<file path="config.mk">
export PLATFORM = sky130hd
export DESIGN_NAME = decode_hazard_tracker_flat
export DESIGN_NICKNAME = d
export VERILOG_FILES = /design/src/rtl/decode_hazard_tracker_if.sv /design/src/rtl/decode_hazard_tracker.sv /design/src/flat_wrapper.sv
export SDC_FILE = /design/constraint.sdc
export NUM_CORES = 1
export LEC_CHECK = 0
export ABC_AREA = 1
export CORE_UTILIZATION = 57
export DETAILED_ROUTE_END_ITERATION = 10
export HOLD_SLACK_MARGIN = 0.05
export PLACE_DENSITY = 0.86
export SLEW_MARGIN = 20
export SYNTH_ARGS = -nofsm -noshare
export SYNTH_HDL_FRONTEND = slang
export SYNTH_SLANG_ARGS = --single-unit
export TNS_END_PERCENT = 20
</file>
<file path="constraint.sdc">
create_clock -name clock -period 3.5 [get_ports clock]
set_input_delay 0.525 -clock clock [delete_from_list [all_inputs] [get_ports clock]]
set_output_delay 0.525 -clock clock [all_outputs]
set_load 0.005 [all_outputs]
</file>
<file path="src/rtl/decode_hazard_tracker_if.sv">
// Decode-side hazard bus: source/destination info from decode and the
// stall / operand-forward decisions returned to it.
interface decode_hazard_tracker_if #(
  parameter int NB_REG = 5,
  parameter int NB_CNT = 16
);
  logic [NB_REG-1:0] id_rs;
  logic [NB_REG-1:0] id_rt;
  logic              id_use_rs;
  logic              id_use_rt;
  logic              id_is_branch;
  logic              id_reg_write;
  logic              id_mem_read;
  logic [NB_REG-1:0] id_write_reg;
  logic              stall;
  logic [1:0]        forward_A;
  logic [1:0]        forward_B;
  logic [NB_CNT-1:0] stall_count;

  modport master (
    output id_rs, id_rt, id_use_rs, id_use_rt, id_is_branch,
           id_reg_write, id_mem_read, id_write_reg,
    input  stall, forward_A, forward_B, stall_count
  );

  modport slave (
    input  id_rs, id_rt, id_use_rs, id_use_rt, id_is_branch,
           id_reg_write, id_mem_read, id_write_reg,
    output stall, forward_A, forward_B, stall_count
  );
endinterface

</file>
<file path="src/rtl/decode_hazard_tracker.sv">
// Shadow EX/MEM/WB destination-tag pipeline that produces the decode stall,
// decode operand forward selects and a saturating stall counter.
module decode_hazard_tracker #(
  parameter int NB_REG = 5,
  parameter int NB_CNT = 16
) (
  input  logic                    clock,
  input  logic                    reset,
  input  logic                    enable,
  decode_hazard_tracker_if.slave  bus
);

  typedef struct packed {
    logic              valid;
    logic              reg_write;
    logic              mem_read;
    logic [NB_REG-1:0] dest;
  } slot_t;

  localparam slot_t SLOT_EMPTY = '{valid: 1'b0, reg_write: 1'b0, mem_read: 1'b0,
                                   dest: {NB_REG{1'b0}}};

  slot_t             ex_q, ex_d;
  slot_t             mem_q, mem_d;
  slot_t             wb_q, wb_d;
  logic [NB_CNT-1:0] cnt_q, cnt_d;
  logic              stall_s;
  logic [1:0]        fwd_a_s;
  logic [1:0]        fwd_b_s;
  logic              unused_wb_mem_read_s;

  // Register 0 is hard-wired, so a write to it is never a producer.
  function automatic logic slot_match(input slot_t s, input logic [NB_REG-1:0] src,
                                      input logic use_src);
    return s.valid & s.reg_write & (s.dest != {NB_REG{1'b0}}) & (s.dest == src) & use_src;
  endfunction

  function automatic logic [1:0] fwd_sel(input slot_t m, input slot_t w,
                                         input logic [NB_REG-1:0] src, input logic use_src);
    if (slot_match(m, src, use_src) && !m.mem_read) begin
      return 2'b01;
    end else if (slot_match(w, src, use_src)) begin
      return 2'b10;
    end else begin
      return 2'b00;
    end
  endfunction

  // Hazard detection and forward selection, forced idle while reset is low.
  always_comb begin
    stall_s = 1'b0;
    fwd_a_s = 2'b00;
    fwd_b_s = 2'b00;
    if (!reset) begin
      stall_s = 1'b0;
      fwd_a_s = 2'b00;
      fwd_b_s = 2'b00;
    end else begin
      stall_s =
        ((slot_match(ex_q, bus.id_rs, bus.id_use_rs) ||
          slot_match(ex_q, bus.id_rt, bus.id_use_rt)) &&
         (ex_q.mem_read || bus.id_is_branch)) ||
        (bus.id_is_branch && mem_q.mem_read &&
         (slot_match(mem_q, bus.id_rs, bus.id_use_rs) ||
          slot_match(mem_q, bus.id_rt, bus.id_use_rt)));
      fwd_a_s = fwd_sel(mem_q, wb_q, bus.id_rs, bus.id_use_rs);
      fwd_b_s = fwd_sel(mem_q, wb_q, bus.id_rt, bus.id_use_rt);
    end
  end

  // Next-state for the shadow slots and stall counter; everything holds when disabled.
  always_comb begin
    ex_d  = ex_q;
    mem_d = mem_q;
    wb_d  = wb_q;
    cnt_d = cnt_q;
    if (enable) begin
      wb_d  = mem_q;
      mem_d = ex_q;
      if (stall_s) begin
        ex_d = SLOT_EMPTY;
      end else begin
        ex_d = '{valid: 1'b1, reg_write: bus.id_reg_write,
                 mem_read: bus.id_mem_read, dest: bus.id_write_reg};
      end
      if (stall_s && (cnt_q != {NB_CNT{1'b1}})) begin
        cnt_d = cnt_q + {{(NB_CNT-1){1'b0}}, 1'b1};
      end else begin
        cnt_d = cnt_q;
      end
    end else begin
      ex_d  = ex_q;
      mem_d = mem_q;
      wb_d  = wb_q;
      cnt_d = cnt_q;
    end
  end

  // State registers with synchronous active-low reset.
  always_ff @(posedge clock) begin
    if (!reset) begin
      ex_q  <= SLOT_EMPTY;
      mem_q <= SLOT_EMPTY;
      wb_q  <= SLOT_EMPTY;
      cnt_q <= {NB_CNT{1'b0}};
    end else begin
      ex_q  <= ex_d;
      mem_q <= mem_d;
      wb_q  <= wb_d;
      cnt_q <= cnt_d;
    end
  end

  assign unused_wb_mem_read_s = wb_q.mem_read;

  assign bus.stall       = stall_s;
  assign bus.forward_A   = fwd_a_s;
  assign bus.forward_B   = fwd_b_s;
  assign bus.stall_count = cnt_q;

endmodule

</file>
<file path="src/flat_wrapper.sv">
// flat-port wrapper written by rule: the top's interface ports become plain ports
module decode_hazard_tracker_flat 
#(
  parameter int NB_REG = 5,
  parameter int NB_CNT = 16
)
  (clock, reset, enable, bus_id_rs, bus_id_rt, bus_id_use_rs, bus_id_use_rt, bus_id_is_branch, bus_id_reg_write, bus_id_mem_read, bus_id_write_reg, bus_stall, bus_forward_A, bus_forward_B, bus_stall_count);
  decode_hazard_tracker_if #(.NB_REG(NB_REG), .NB_CNT(NB_CNT)) bus_i ();
  input  logic clock;
  input  logic reset;
  input  logic enable;
  input wire logic [$bits(bus_i.id_rs)-1:0] bus_id_rs;
  input wire logic [$bits(bus_i.id_rt)-1:0] bus_id_rt;
  input wire logic [$bits(bus_i.id_use_rs)-1:0] bus_id_use_rs;
  input wire logic [$bits(bus_i.id_use_rt)-1:0] bus_id_use_rt;
  input wire logic [$bits(bus_i.id_is_branch)-1:0] bus_id_is_branch;
  input wire logic [$bits(bus_i.id_reg_write)-1:0] bus_id_reg_write;
  input wire logic [$bits(bus_i.id_mem_read)-1:0] bus_id_mem_read;
  input wire logic [$bits(bus_i.id_write_reg)-1:0] bus_id_write_reg;
  output wire logic [$bits(bus_i.stall)-1:0] bus_stall;
  output wire logic [$bits(bus_i.forward_A)-1:0] bus_forward_A;
  output wire logic [$bits(bus_i.forward_B)-1:0] bus_forward_B;
  output wire logic [$bits(bus_i.stall_count)-1:0] bus_stall_count;
  assign bus_i.id_rs = bus_id_rs;
  assign bus_i.id_rt = bus_id_rt;
  assign bus_i.id_use_rs = bus_id_use_rs;
  assign bus_i.id_use_rt = bus_id_use_rt;
  assign bus_i.id_is_branch = bus_id_is_branch;
  assign bus_i.id_reg_write = bus_id_reg_write;
  assign bus_i.id_mem_read = bus_id_mem_read;
  assign bus_i.id_write_reg = bus_id_write_reg;
  assign bus_stall = bus_i.stall;
  assign bus_forward_A = bus_i.forward_A;
  assign bus_forward_B = bus_i.forward_B;
  assign bus_stall_count = bus_i.stall_count;
  decode_hazard_tracker #(.NB_REG(NB_REG), .NB_CNT(NB_CNT)) u_core (.clock(clock), .reset(reset), .enable(enable), .bus(bus_i));
endmodule
</file>
==> run metrics <==
R2R Setup Slk 1500 ps; synthesized area per cell about 6.3 um^2; vias in the first global route around 2300; worst skew pair latency around 290 ps; Max-cap violations 0; Clock Skew 8.429 ps; Nets 448; P per Cell Area about 310 mW/mm^2; Core Footprint between 0.004 and 0.005 mm^2; Die Area 0.004521 mm^2; Die Height between 60 and 70 um; Multi-input gate area between 0.001 and 0.0015 mm^2; postcts setup bufs 0; worst reg2reg endpoint u_core.bus.stall_count[2]; unrepaired setup endpoints after global routing false; first-pass iteration count of the detailed router 4; # IOs 44; Slew headroom 72.16%; sequential area share after synthesis about 32%; Layout Utilization around 73%; final count of hold timing violations 0; Cells after Synth 383; Main synth FF type dfxtp_1; Total Routed Length between 6000 and 7000 um; maximum vdd ir drop 0.0003150 V; CTS tree yes; CP Capture Type output port; Antenna Cells 0; cell leakage power 1.288 nW; clk root buf clkbuf_8; first-pass GRT wire length about 10000 um; largest net degree at the start of global routing 35; Die X just under 70 um; Avg WL per Cell ~13 um; fillers 370; Crit path required time between 2000 and 3000 ps; hpwl dp 4673 um; CP arrival 2640 ps; non-filler cells, final 474; placed cells between 400 and 500; Worst setup SP type input pin; Num CTS Buffers 5; R2R cell count 10; post_cts resized 0; hold_ws ~500 ps; Netlist Area Pre-Place 0.002426 mm^2; sequential cell area between 700 and 800 um^2; number of port buffers 43; Netlist cell types 30; initial antenna violation count 0; routed via count 2567; gr ovfl total 0; syn_nets 407; Initial DRC Count between 150 and 200; met2 wire length 2875 um; routability congestion estimate between 0.9 and 1; initial core utilization between 50% and 60%; H-tree Lvls 2; max layer used met4; Seq cells post-synth 39; Worst Hold Class reg -> reg; P&R area growth vs syn 21.82%; Crit Reg-Reg Startpoint u_core.bus.stall_count[0]; Final Critical Period 3160 ps; Fin Setup TNS 0 ps; period utilisation layout ~90%; critical path type in -> out; Reg clk slew, reported paths approximately 80 ps; met3 WL around 370 um; CTS Buffer Depth 2; Total GRT Usage between 30% and 40%; wl on met1 between 2000 and 3000 um; EDFF count, synth 0; Peak Freq around 320 MHz; critical-path maximum fanout 13; Setup violations, final 0; Avg Vias per Cell 5.416; post-route ant nets 0; status completed; Post-synth ARST share 0%; worst setup path end bus_stall; Synth warnings 0; layout cell share with drive strength beyond 1 under 10%; CP startpoint bus_id_rs[3]; hold buffers post-CTS 0; # DRC 0; Max Transition Viols Final 0; clk sinks 39; row count 23; worst slew pin tran between 400 and 500 ps
cells in the mapped netlist, drive strengths merged, types with 2 or more instances:
library cell	n	share of area, %
o211ai	2	0.62
o21ai	22	4.5
xor2	8	2.9
nor3	6	1.7
a21oi	23	4.7
buf	5	1.9
inv	64	9.9
o21bai	10	3.1
nor4	2	0.52
dfxtp	39	32
nor2	61	9.6
clkbuf	8	1.2
nand4	16	5.0
o22ai	6	1.5
nand2	83	13
nand3	24	5.6
report_power, final:
part / total [mW] / internal [mW] / switching, mW
Clock: 0.296 / 0.136 / 0.160
Combinational: 0.136 / 0.0590 / 0.0766
Sequential: 0.478 / 0.459 / 0.0191
per-layer routing:
metal	up-vias	global-route usage, %
li1	1312	-
met1	1169	42.14
met2	82	47.38
met3	4	6.757
met4	0	5.851
met5	-	0
cell type report:
type	count	area share, %
clock buffers	5	2.329
clock inverters	2	0.4657
inverters	64	8.129
multi-input cells	267	44.96
flip-flops and latches	39	26.42
well taps	50	2.117
repair buffers	47	15.58
per-stage QoR:
step | cell area, um^2 | total power, mW | worst slack [ps]
floorplan | 2426 | 0.5634 | 1558
global placement | 2873 | 0.6211 | 341.3
detailed placement | 2873 | 0.6218 | 353.2
CTS | 2955 | 0.9117 | 344.8
global route | 2955 | 0.9484 | 161.9
finish | 2955 | 0.9101 | 339.8
how the worst min path moves through the flow:
stage	slack [ps]	to	cells after the start	from
floorplan	460	u_core.ex_q[5]	2	u_core.ex_q[5]
global placement	470	u_core.ex_q[5]	2	u_core.ex_q[5]
detailed placement	480	u_core.ex_q[5]	2	u_core.ex_q[5]
CTS	500	u_core.ex_q[5]	2	u_core.ex_q[5]
global route	520	u_core.ex_q[6]	2	u_core.ex_q[6]
finish	500	u_core.ex_q[6]	2	u_core.ex_q[6]
sequential cells by signal, summed over array words and instances, names as in the netlist:
name	cells
u_core.bus.stall_count	16
u_core.wb_q	7
u_core.mem_q	8
u_core.ex_q	8
logic make-up (layout without fill, tap and decap cells):
logic type | count (synthesis) | in the layout | share of synthesized area [%]
AOI/OAI and AO/OA | 66 | 66 | 15.63
xor gates and xnor gates | 8 | 8 | 2.888
adders and majority gates | 1 | 1 | 0.5156
buffers and inverters | 77 | 118 | 13.05
DFF | 39 | 39 | 32.18
and+or+nand+nor | 192 | 192 | 35.74
cells in the final DEF, fill, tap and decap left out, drive strengths merged, types with 2 or more instances in the layout:
| cell type | n |
|---|---|
| o21bai | 10 |
| o21ai | 22 |
| o211ai | 2 |
| inv | 64 |
| clkinv | 2 |
| nand3 | 24 |
| nor4 | 2 |
| clkdlybuf4s50 | 43 |
| dfxtp | 39 |
| nand4 | 16 |
| nor3 | 6 |
| xor2 | 8 |
| a21oi | 23 |
| buf | 4 |
| clkbuf | 5 |
| o22ai | 6 |
| nand2 | 83 |
| nor2 | 61 |
critical path, stage by stage:
cell and delay [ps]:
clkdlybuf4s50_1 610, inv_2 60, a21oi_1 160, nand2_1 80, nor2_2 110, nand3_1 70, nand2_1 70, nand2_2 60
nand2_4 150, nand2_2 140, inv_1 90, clkdlybuf4s50_1 490
(Power assumes the default switching activity.)
